==> src/rtl/nttn_host_driver_pkg.sv <==
// Shared encodings for the NTTN host driver: opcodes, FSM states and ring-size helpers.
// Falls back to local defaults when the project defines.v has not been read first.
`ifndef DATA_SIZE_ARB
`define DATA_SIZE_ARB 32
`endif
`ifndef RING_DEPTH
`define RING_DEPTH 8
`endif
`ifndef PE_DEPTH
`define PE_DEPTH 3
`endif

package nttn_host_driver_pkg;

    typedef enum logic [1:0] {
        OP_LOAD_TW = 2'b00,
        OP_NTT     = 2'b01,
        OP_INTT    = 2'b10,
        OP_ILLEGAL = 2'b11
    } op_e;

    typedef enum logic [2:0] {
        S_IDLE,
        S_PULSE,
        S_STREAM,
        S_GAP,
        S_START,
        S_WAIT_DONE,
        S_CAPTURE,
        S_RESP
    } state_e;

    // Number of twiddle words NTTN expects for one direction (W or WINV).
    function automatic int unsigned tw_words(input int ring_depth, input int pe_depth);
        return (((1 << (ring_depth - pe_depth)) - 1) + pe_depth) << pe_depth;
    endfunction

    function automatic int unsigned n_words(input int ring_depth);
        return 1 << ring_depth;
    endfunction

endpackage

==> src/rtl/nttn_host_driver_if.sv <==
// Bundle of command, response, host-memory and NTTN pins around the host driver.
// master = the driver itself, slave = interconnect / memory / NTTN side.
interface nttn_host_driver_if #(
    parameter int DATA_SIZE = 32,
    parameter int ADDR_W    = 16
);
    logic                 cmd_valid, cmd_ready;
    logic [1:0]           cmd_op;
    logic [ADDR_W-1:0]    cmd_src, cmd_dst;
    logic                 rsp_valid, rsp_err;
    logic                 mem_rd;
    logic [ADDR_W-1:0]    mem_raddr;
    logic [DATA_SIZE-1:0] mem_rdata;
    logic                 mem_we;
    logic [ADDR_W-1:0]    mem_waddr;
    logic [DATA_SIZE-1:0] mem_wdata;
    logic                 load_w, load_data, start, start_intt;
    logic [DATA_SIZE-1:0] din;
    logic                 done;
    logic [DATA_SIZE-1:0] dout;

    modport master (
        input  cmd_valid, cmd_op, cmd_src, cmd_dst, mem_rdata, done, dout,
        output cmd_ready, rsp_valid, rsp_err, mem_rd, mem_raddr, mem_we, mem_waddr,
               mem_wdata, load_w, load_data, start, start_intt, din
    );

    modport slave (
        output cmd_valid, cmd_op, cmd_src, cmd_dst, mem_rdata, done, dout,
        input  cmd_ready, rsp_valid, rsp_err, mem_rd, mem_raddr, mem_we, mem_waddr,
               mem_wdata, load_w, load_data, start, start_intt, din
    );
endinterface

==> src/rtl/nttn_host_stream.sv <==
// Address counter plus one-cycle read pipeline feeding din; used for twiddle and data streams.
// The first read is issued combinationally in the kick cycle so din lines up one cycle after the pulse.
module nttn_host_stream #(
    parameter int DATA_SIZE = 32,
    parameter int ADDR_W    = 16,
    parameter int LEN_W     = 32
) (
    input  logic                 clk,
    input  logic                 rst_n,
    input  logic                 kick,
    input  logic [ADDR_W-1:0]    base,
    input  logic [LEN_W-1:0]     len,
    input  logic [DATA_SIZE-1:0] rdata,
    output logic                 rd,
    output logic [ADDR_W-1:0]    raddr,
    output logic [DATA_SIZE-1:0] din
);
    logic              active, rd_q;
    logic [ADDR_W-1:0] ptr;
    logic [LEN_W-1:0]  left;

    assign rd    = kick || active;
    assign raddr = kick ? base : (active ? ptr : '0);

    always_ff @(posedge clk or negedge rst_n) begin
        if (!rst_n) begin
            active <= 1'b0;
            rd_q   <= 1'b0;
            ptr    <= '0;
            left   <= '0;
            din    <= '0;
        end else begin
            rd_q <= rd;
            if (rd_q) din <= rdata;
            // Pointer wraps naturally modulo 2^ADDR_W.
            if (kick) begin
                ptr    <= base + ADDR_W'(1);
                left   <= len - LEN_W'(1);
                active <= (len > LEN_W'(1));
            end else if (active) begin
                ptr    <= ptr + ADDR_W'(1);
                left   <= left - LEN_W'(1);
                active <= (left != LEN_W'(1));
            end
        end
    end
endmodule

==> src/rtl/nttn_host_driver.sv <==
// Command-driven initiator for the NTTN load/start/unload protocol.
// Optional WAIT_DONE watchdog enabled by defining NTTN_HOST_TIMEOUT_EN.
module nttn_host_driver
    import nttn_host_driver_pkg::*;
#(
    parameter int DATA_SIZE  = `DATA_SIZE_ARB,
    parameter int RING_DEPTH = `RING_DEPTH,
    parameter int PE_DEPTH   = `PE_DEPTH,
    parameter int ADDR_W     = 16,
    parameter int GAP        = 5,
    parameter int TIMEOUT    = 1 << 20
) (
    input logic                clk,
    input logic                reset,
    nttn_host_driver_if.master bus
);
    localparam int unsigned TW     = tw_words(RING_DEPTH, PE_DEPTH);
    localparam int unsigned N      = n_words(RING_DEPTH);
    localparam int unsigned TW_LEN = 2 * TW + 2;
    localparam int          CNT_W  = 32;

    state_e            state, state_n;
    op_e               op_q;
    logic              err_q, tw_loaded, settle;
    logic [ADDR_W-1:0] dst_q;
    logic [CNT_W-1:0]  cnt, len, stream_last;
    logic              cmd_fire, cmd_bad, kick, timeout;

    assign cmd_fire    = bus.cmd_valid && (state == S_IDLE);
    assign cmd_bad     = (bus.cmd_op == OP_ILLEGAL) || ((bus.cmd_op != OP_LOAD_TW) && !tw_loaded);
    assign kick        = cmd_fire && !cmd_bad;
    assign len         = (bus.cmd_op == OP_LOAD_TW) ? CNT_W'(TW_LEN) : CNT_W'(N);
    assign stream_last = (op_q == OP_LOAD_TW) ? CNT_W'(TW_LEN - 1) : CNT_W'(N - 1);

`ifdef NTTN_HOST_TIMEOUT_EN
    // cnt is 1 on the first cycle done is actually sampled.
    assign timeout = (state == S_WAIT_DONE) && !settle && !bus.done && (cnt >= CNT_W'(TIMEOUT));
`else
    logic unused_timeout;
    assign unused_timeout = (TIMEOUT == 0);
    assign timeout        = 1'b0;
`endif

    nttn_host_stream #(.DATA_SIZE(DATA_SIZE), .ADDR_W(ADDR_W), .LEN_W(CNT_W)) u_stream (
        .clk   (clk),
        .rst_n (reset),
        .kick  (kick),
        .base  (bus.cmd_src),
        .len   (len),
        .rdata (bus.mem_rdata),
        .rd    (bus.mem_rd),
        .raddr (bus.mem_raddr),
        .din   (bus.din)
    );

    always_ff @(posedge clk or negedge reset) begin
        if (!reset) state <= S_IDLE;
        else        state <= state_n;
    end

    always_comb begin
        state_n = state;
        unique case (state)
            S_IDLE:      if (cmd_fire) state_n = S_PULSE;
            S_PULSE:     state_n = err_q ? S_RESP : S_STREAM;
            S_STREAM:    if (cnt == stream_last) state_n = S_GAP;
            S_GAP:       if (cnt == CNT_W'(GAP - 1)) state_n = (op_q == OP_LOAD_TW) ? S_RESP : S_START;
            S_START:     state_n = S_WAIT_DONE;
            S_WAIT_DONE: if (!settle && bus.done) state_n = S_CAPTURE;
                         else if (timeout)        state_n = S_RESP;
            S_CAPTURE:   if (cnt == CNT_W'(N - 1)) state_n = S_RESP;
            S_RESP:      state_n = S_IDLE;
            default:     state_n = S_IDLE;
        endcase
    end

    always_comb begin
        bus.cmd_ready  = (state == S_IDLE);
        bus.load_w     = (state == S_PULSE) && !err_q && (op_q == OP_LOAD_TW);
        bus.load_data  = (state == S_PULSE) && !err_q && (op_q != OP_LOAD_TW);
        bus.start      = (state == S_START) && (op_q == OP_NTT);
        bus.start_intt = (state == S_START) && (op_q == OP_INTT);
        bus.rsp_valid  = (state == S_RESP);
        bus.rsp_err    = (state == S_RESP) && err_q;
    end

    always_ff @(posedge clk or negedge reset) begin
        if (!reset) begin
            cnt           <= '0;
            settle        <= 1'b0;
            op_q          <= OP_LOAD_TW;
            err_q         <= 1'b0;
            dst_q         <= '0;
            tw_loaded     <= 1'b0;
            bus.mem_we    <= 1'b0;
            bus.mem_waddr <= '0;
            bus.mem_wdata <= '0;
        end else begin
            cnt    <= (state_n != state) ? '0 : cnt + CNT_W'(1);
            // The cycle right after start is a mandatory idle; done is not looked at there.
            settle <= (state == S_START);
            if (cmd_fire) begin
                op_q  <= op_e'(bus.cmd_op);
                err_q <= cmd_bad;
                dst_q <= bus.cmd_dst;
            end
            if (timeout) err_q <= 1'b1;
            if ((state == S_RESP) && !err_q && (op_q == OP_LOAD_TW)) tw_loaded <= 1'b1;
            bus.mem_we <= (state == S_CAPTURE);
            if (state == S_CAPTURE) begin
                bus.mem_waddr <= dst_q + ADDR_W'(cnt);
                bus.mem_wdata <= bus.dout;
            end
        end
    end
endmodule

==> src/flat_wrapper.sv <==
// flat-port wrapper written by rule: the top's interface ports become plain ports
module nttn_host_driver_flat import nttn_host_driver_pkg::*;
#(
    parameter int DATA_SIZE  = `DATA_SIZE_ARB,
    parameter int RING_DEPTH = `RING_DEPTH,
    parameter int PE_DEPTH   = `PE_DEPTH,
    parameter int ADDR_W     = 16,
    parameter int GAP        = 5,
    parameter int TIMEOUT    = 1 << 20
)
  (clk, reset, bus_cmd_valid, bus_cmd_op, bus_cmd_src, bus_cmd_dst, bus_mem_rdata, bus_done, bus_dout, bus_cmd_ready, bus_rsp_valid, bus_rsp_err, bus_mem_rd, bus_mem_raddr, bus_mem_we, bus_mem_waddr, bus_mem_wdata, bus_load_w, bus_load_data, bus_start, bus_start_intt, bus_din);
  nttn_host_driver_if #(.DATA_SIZE(DATA_SIZE), .ADDR_W(ADDR_W)) bus_i ();
  input logic clk;
  input logic reset;
  input wire logic [$bits(bus_i.cmd_valid)-1:0] bus_cmd_valid;
  input wire logic [$bits(bus_i.cmd_op)-1:0] bus_cmd_op;
  input wire logic [$bits(bus_i.cmd_src)-1:0] bus_cmd_src;
  input wire logic [$bits(bus_i.cmd_dst)-1:0] bus_cmd_dst;
  input wire logic [$bits(bus_i.mem_rdata)-1:0] bus_mem_rdata;
  input wire logic [$bits(bus_i.done)-1:0] bus_done;
  input wire logic [$bits(bus_i.dout)-1:0] bus_dout;
  output wire logic [$bits(bus_i.cmd_ready)-1:0] bus_cmd_ready;
  output wire logic [$bits(bus_i.rsp_valid)-1:0] bus_rsp_valid;
  output wire logic [$bits(bus_i.rsp_err)-1:0] bus_rsp_err;
  output wire logic [$bits(bus_i.mem_rd)-1:0] bus_mem_rd;
  output wire logic [$bits(bus_i.mem_raddr)-1:0] bus_mem_raddr;
  output wire logic [$bits(bus_i.mem_we)-1:0] bus_mem_we;
  output wire logic [$bits(bus_i.mem_waddr)-1:0] bus_mem_waddr;
  output wire logic [$bits(bus_i.mem_wdata)-1:0] bus_mem_wdata;
  output wire logic [$bits(bus_i.load_w)-1:0] bus_load_w;
  output wire logic [$bits(bus_i.load_data)-1:0] bus_load_data;
  output wire logic [$bits(bus_i.start)-1:0] bus_start;
  output wire logic [$bits(bus_i.start_intt)-1:0] bus_start_intt;
  output wire logic [$bits(bus_i.din)-1:0] bus_din;
  assign bus_i.cmd_valid = bus_cmd_valid;
  assign bus_i.cmd_op = bus_cmd_op;
  assign bus_i.cmd_src = bus_cmd_src;
  assign bus_i.cmd_dst = bus_cmd_dst;
  assign bus_i.mem_rdata = bus_mem_rdata;
  assign bus_i.done = bus_done;
  assign bus_i.dout = bus_dout;
  assign bus_cmd_ready = bus_i.cmd_ready;
  assign bus_rsp_valid = bus_i.rsp_valid;
  assign bus_rsp_err = bus_i.rsp_err;
  assign bus_mem_rd = bus_i.mem_rd;
  assign bus_mem_raddr = bus_i.mem_raddr;
  assign bus_mem_we = bus_i.mem_we;
  assign bus_mem_waddr = bus_i.mem_waddr;
  assign bus_mem_wdata = bus_i.mem_wdata;
  assign bus_load_w = bus_i.load_w;
  assign bus_load_data = bus_i.load_data;
  assign bus_start = bus_i.start;
  assign bus_start_intt = bus_i.start_intt;
  assign bus_din = bus_i.din;
  nttn_host_driver #(.DATA_SIZE(DATA_SIZE), .RING_DEPTH(RING_DEPTH), .PE_DEPTH(PE_DEPTH), .ADDR_W(ADDR_W), .GAP(GAP), .TIMEOUT(TIMEOUT)) u_core (.clk(clk), .reset(reset), .bus(bus_i));
endmodule
==> config.mk <==
export PLATFORM = sky130hd
export DESIGN_NAME = nttn_host_driver_flat
export DESIGN_NICKNAME = d
export VERILOG_FILES = /design/src/rtl/nttn_host_driver_pkg.sv /design/src/rtl/nttn_host_driver_if.sv /design/src/rtl/nttn_host_stream.sv /design/src/rtl/nttn_host_driver.sv /design/src/flat_wrapper.sv
export SDC_FILE = /design/constraint.sdc
export NUM_CORES = 1
export LEC_CHECK = 0
export CAP_MARGIN = 20
export CORE_ASPECT_RATIO = 0.8
export CORE_MARGIN = 4
export CORE_UTILIZATION = 48
export CTS_BUF_LIST = sky130_fd_sc_hd__clkbuf_4
export CTS_CLUSTER_DIAMETER = 50
export DETAILED_ROUTE_END_ITERATION = 7
export PLACE_DENSITY = 0.81
export SLEW_MARGIN = 15
export SYNTH_ARGS = -nofsm -noshare
export SYNTH_HDL_FRONTEND = slang
export SYNTH_SLANG_ARGS = --single-unit
==> constraint.sdc <==
create_clock -name clk -period 3.1 [get_ports clk]
set_input_delay 0.62 -clock clk [delete_from_list [all_inputs] [get_ports clk]]
set_output_delay 0.62 -clock clk [all_outputs]
set_load 0.05 [all_outputs]
; Yosys cells after proc, flatten, opt, wreduce, memory -nomap -nowiden
; Index checks and enable logic that the tools add are counted.
[totals]
out_inout_bits = 105
reg_bits = 187
[op_classes]
n_reduce_logical = 24
eq_ne = 15
n_mux = 19
n_lt_le_gt_ge = 1
n_addsub = 6
[op_table]
columns = operator, count
row1 = $mux W32, 3
row2 = $mux W16, 4
row3 = $sub A32 B1 Y32 const B, 2
row4 = $add A16 B1 Y16 const B, 2
row5 = $add A32 B1 Y32 const B, 1
row6 = $eq A32 B3 Y1 const B, 1
row7 = $eq A32 B32 Y1, 1
row8 = $eq A32 B8 Y1 const B, 1
row9 = $gt A32 B1 Y1 const B, 1
row10 = $ne A32 B1 Y1 const B, 1
row11 = $pmux W3 S8, 1
row12 = $mux W10, 2
row13 = $mux W3, 6
row14 = $add A16 B16 Y16, 1
row15 = $eq A3 B3 Y1 const B, 4
row16 = $logic_and A1 B1 Y1, 12
row17 = $eq A3 B2 Y1 const B, 2
row18 = $reduce_bool A2 Y1, 3
row19 = $eq A2 B2 Y1 const B, 2
row20 = $logic_not A1 Y1, 4
row21 = $logic_not A2 Y1, 2
row22 = $eq A3 B1 Y1 const B, 1
row23 = $logic_not A3 Y1, 1
row24 = $ne A3 B3 Y1, 1
row25 = other kinds (4), 6

; Depth between registers and ports, before layout
[logic_depth]
ltp_word = 7
mapped_depth = 17
mapped_depth_nobuf = 12

; Hierarchy
; A second synthesis with hierarchy kept.
[unflattened]
cells_unflattened = 1086
hier_area_um2 = 10446.3
[by_module_without_submodules]
columns = module, n_inst, cells_each, seq_area_each_um2, area_per_inst_um2
row1 = nttn_host_driver, 1, 552, 2627.5, 5245.0
row2 = nttn_host_stream, 1, 534, 2052.0, 5201.2

; Least setup slack after synthesis
; No wires, ideal clock.
[synth_path]
kind = in2reg
start = input bus_cmd_valid
end = register u_core.u_stream.ptr[14]
setup_slack_ns = -0.167
t_arrival_ns = 3.133
t_required_ns = 2.966
stages = 16
setup_ns = 0.134
path_cell_list = nor4b_4 -> o211a_1 -> buf_2 -> buf_2 -> buf_2 -> buf_1 -> nand2_1 -> nand2_1 -> ha_1 -> nand3_1 -> nor2_1 -> mux2_2 -> nand2_1 -> nor3_1 -> xnor2_1 -> o21ai_0
[synth_between]
elab_chain_len = 3
elab_cells_between_ends = 4
[synth_lines]
columns = item, line_no
row1 = from (decl), flat_wrapper.sv:15  ; input wire logic [$bits(bus_i.cmd_valid)-1:0] bus_cmd_valid;
row2 = $logic_and A1 B1 Y1 (*), nttn_host_driver.sv:29  ; assign cmd_fire = bus.cmd_valid && (state == S_IDLE);
row3 = $logic_and A1 B1 Y1 (*), nttn_host_driver.sv:31  ; assign kick = cmd_fire && !cmd_bad;
row4 = $mux W16 or $reduce_bool A2 Y1 (tied branches), --
row5 = to (signal assigned), nttn_host_stream.sv:37  ; ptr <= base + ADDR_W'(1);
row6 = to (signal assigned), nttn_host_stream.sv:41  ; ptr <= ptr + ADDR_W'(1);
row7 = to (decl), nttn_host_stream.sv:19  ; logic [ADDR_W-1:0] ptr;
; Every way passes the cells marked *; elsewhere a longest branch is shown, timed or not.
; A chain may end at the register's enable or synchronous reset.

; Worst setup path after layout
[layout_path]
start = input bus_cmd_valid
end = output bus_mem_raddr[13]
[layout_between]
elab_chain_len = 3
[layout_lines]
columns = item, line_no
row1 = $logic_and A1 B1 Y1, nttn_host_driver.sv:29
row2 = $logic_and A1 B1 Y1, nttn_host_driver.sv:31
row3 = $mux W16, nttn_host_stream.sv:23  ; assign raddr = kick ? base : (active ? ptr : '0);
row4 = to (decl), flat_wrapper.sv:26  ; output wire logic [$bits(bus_i.mem_raddr)-1:0] bus_mem_raddr;
; Every way passes these cells.

==> results.toml <==
[status]
outcome = "completed"

[global_route]
grt_start_max_net_pins = 80
antenna_found_initial = 3
grt_pass1_vias = 7322
grt_pass1_wl_um = 37000
grt_usage_pct = 21.1
grt_overflow = 0

[sta]
fin_skew_ps = 30.0
min_period_ps = 3010
fmax_mhz = 332
post-route-period-util_pct = 97.1
drv_slew = 0
hold_viol = 0
setup_viol = 0
fin_tns_setup_ps = 0
tightest_slew_ps = 671
max_slew_margin_pct = 54.7

[clocking]
cts_tree = "done"
clk_path_buf_depth = 2
cts_hold_buf = 0
path_clk_slew_ps = 160
cts_buffers = 17
cts-htree-levels = 4
clock_latency_ps = 590
cts_root_buffer = "clkbuf_4"
clock-sinks = 187

[cells_and_area]
drive_above_1_share_pct = 13.6
fin_area_mm2 = 0.0122
final_common_cell = "nand2_1"
layout_common_cells = "nand2_1 (206), dfrtp_1 (187), clkdlybuf4s50_1 (183)"
post-route-util_pct = 64.0
fillCellCount = 1532
fin_nets = 1314
syn2layout_area_growth_pct = 30.4

[route]
drc = 0
drt_iter0_markers = 534
dr_total_vias = 7671
routed_wl_um = 22700
ant_nets = 0
wire_per_inst_um = 15.5
via_per_inst = 5.24
firstDrtPassIters = 4

[placement]
hpwl_um = 17100
placed_cell_area_mm2 = 0.0119
io_buffers = 206
gp_congestion = 0.886

[job]
maxCapViolCount = 0

[worst_setup_path]
rrSetupSlack_ps = 580
reg2reg_depth = 13
worstReg2RegStart = "u_core.state[1]$_DFF_PN0_"
worstSetupEndpointType = "output port"
cp_top_family = "buffers and inverters"
crit_type = "primary input to output port"
path_buf_inv = 4
worstPathArrival_ps = 2390
worstReg2RegEnd = "u_core.u_stream.ptr[10]$_DFFE_PN0P_"
cp.required_ps = 2480
cpMaxStageDelayCell = "clkdlybuf4s50_1"
slowest_delay_ps = 520
crit_path_max_fanout = 13
critPathLaunchType = "primary input"
path_cells = "clkdlybuf4s50_1 -> nor4b_4 -> o211a_4 -> buf_6 -> buf_12 -> nand2_1 -> o21ai_0 -> buf_4"

[power]
p_leak_nw = 5.42
report.power.total_mw = 10.7
cellPowerDensity_mw_per_mm2 = 877
vdd_drop_max_v = 0.000544

[synthesis]
ys_types = 65
yosysSeqAreaShare_pct = 49.9
synth-seq-cells = 187
synth_area_mm2 = 0.00937
ys.flop_type = "dfrtp_1"
synthesis.nets = 1089
synthCells = 966
async_flop_share_pct = 100
synth_edf_count = 0
yosysWarningCount = 0
synth_area_per_cell_um2 = 9.70

[die]
die_w_um = 164
rows = 45
die_y_um = 133
initial_core_util_pct = 49.1
coreArea_mm2 = 0.0191
die-area_mm2 = 0.0218
ios = 207

[worst_hold_path]
holdCritPathClass = "primary input to async pin"
==> registers in the layout (all words and copies together) (netlist names) <==
signal / flops
u_core.bus.mem_wdata: 32
u_core.cnt: 32
u_core.u_stream.din: 32
u_core.u_stream.left: 32
u_core.bus.mem_waddr: 16
u_core.dst_q: 16
u_core.u_stream.ptr: 16
u_core.state: 3
u_core.op_q: 2
u_core.bus.mem_we: 1
u_core.err_q: 1
u_core.settle: 1
u_core.tw_loaded: 1
u_core.u_stream.active: 1
u_core.u_stream.rd_q: 1
==> how the worst max path moves through the flow <==
stage / startpoint / end / slack, ps / cells after the start
floorplan: bus_cmd_op[1] / bus_mem_raddr[11] / 5 / 6
global placement: bus_cmd_valid / u_core.u_stream.ptr[14]$_DFFE_PN0P_ / -20 / 13
detailed placement: bus_cmd_valid / u_core.u_stream.ptr[14]$_DFFE_PN0P_ / -120 / 13
CTS: bus_cmd_valid / bus_mem_raddr[9] / 40 / 8
global route: u_core.state[1]$_DFF_PN0_ / bus_mem_raddr[9] / -4 / 7
finish: bus_cmd_valid / bus_mem_raddr[13] / 90 / 8
==> kinds of logic (layout without fill, tap and decap cells) <==
kind of cell / after synthesis / count (layout) / synth area share [%]
compound gates: 115 / 115 / 7.60
xor+xnor: 91 / 91 / 8.50
fa+ha+maj: 21 / 21 / 2.88
buf+inv: 57 / 295 / 2.58
flops: 187 / 187 / 49.9
mux: 52 / 52 / 6.21
other cells: 0 / 1 / 0
simple gates: 443 / 443 / 22.3
==> area by class of cell <==
class | count | area, um2 | area share [%]
clock buffer | 17 | 128 | 1.04
antenna | 1 | 2.50 | 0.0205
timing repair buffer | 244 | 2390 | 19.6
clock inverter | 15 | 153 | 1.25
tap | 258 | 323 | 2.64
sequential | 187 | 4680 | 38.3
inverter | 19 | 71.3 | 0.584
multi-input combinational | 722 | 4470 | 36.6
==> metrics by stage <==
step / hold slack (ps) / setup WS, ps / std cells
final: 22.8 / 88.7 / 1463
after global placement: 457 / -23.7 / 1429
after detailed placement: 461 / -122 / 1429
after CTS: 28.0 / 43.3 / 1462
after global routing: 28.3 / -3.65 / 1463
after floorplan: 324 / 4.59 / 966
==> power by group <==
group / internal, mW / total [mW] / switching, mW
Sequential: 3.21 / 3.88 / 0.662
Combinational: 2.02 / 5.51 / 3.49
Clock: 0.431 / 1.33 / 0.902
==> layer usage <==
metal  part of all wire [%]  up-vias  global-route usage, %
met2                     44      257                   31.7
met4                    1.6        4                   5.73
met1                     46     3623                   29.7
met5                   0.11        -                      0
li1                       -     3755                      -
met3                    8.2       32                   6.51
==> timing repair <==
action                                  4_1_cts  5_1_grt
resized for setup                             1        7
buffers inserted                              1        0
pin swaps                                     0        1
gates cloned                                  0        0
endpoints found under the setup margin       11        8
==> cells in the mapped netlist, types with 3 or more instances <==
| master | number | area [um2] |
|---|---|---|
| nor2b_1 | 7 | 43.8 |
| or4_1 | 3 | 22.5 |
| nor4_1 | 14 | 87.6 |
| o31ai_1 | 3 | 22.5 |
| a21oi_1 | 28 | 140 |
| clkbuf_1 | 22 | 82.6 |
| a31oi_1 | 5 | 31.3 |
| nor2_1 | 83 | 312 |
| nand2b_1 | 6 | 37.5 |
| inv_1 | 18 | 67.6 |
| buf_2 | 4 | 20.0 |
| ha_1 | 20 | 250 |
| and2_1 | 5 | 31.3 |
| a21o_1 | 6 | 45.0 |
| nand3_1 | 37 | 185 |
| mux2i_1 | 3 | 30.0 |
| xnor2_1 | 50 | 438 |
| buf_6 | 3 | 33.8 |
| buf_1 | 9 | 33.8 |
| or3_1 | 6 | 37.5 |
| dfrtp_1 | 187 | 4680 |
| o21bai_1 | 3 | 22.5 |
| nor3_1 | 25 | 125 |
| nand4_1 | 19 | 119 |
| xor2_1 | 41 | 359 |
| mux2_2 | 49 | 552 |
| or2_2 | 3 | 18.8 |
| o21a_1 | 4 | 30.0 |
| and3_1 | 7 | 43.8 |
| o21ai_0 | 44 | 220 |
| and4_1 | 4 | 35.0 |
| nand2_1 | 206 | 773 |
Note: power is estimated with default switching activity, not from simulation.
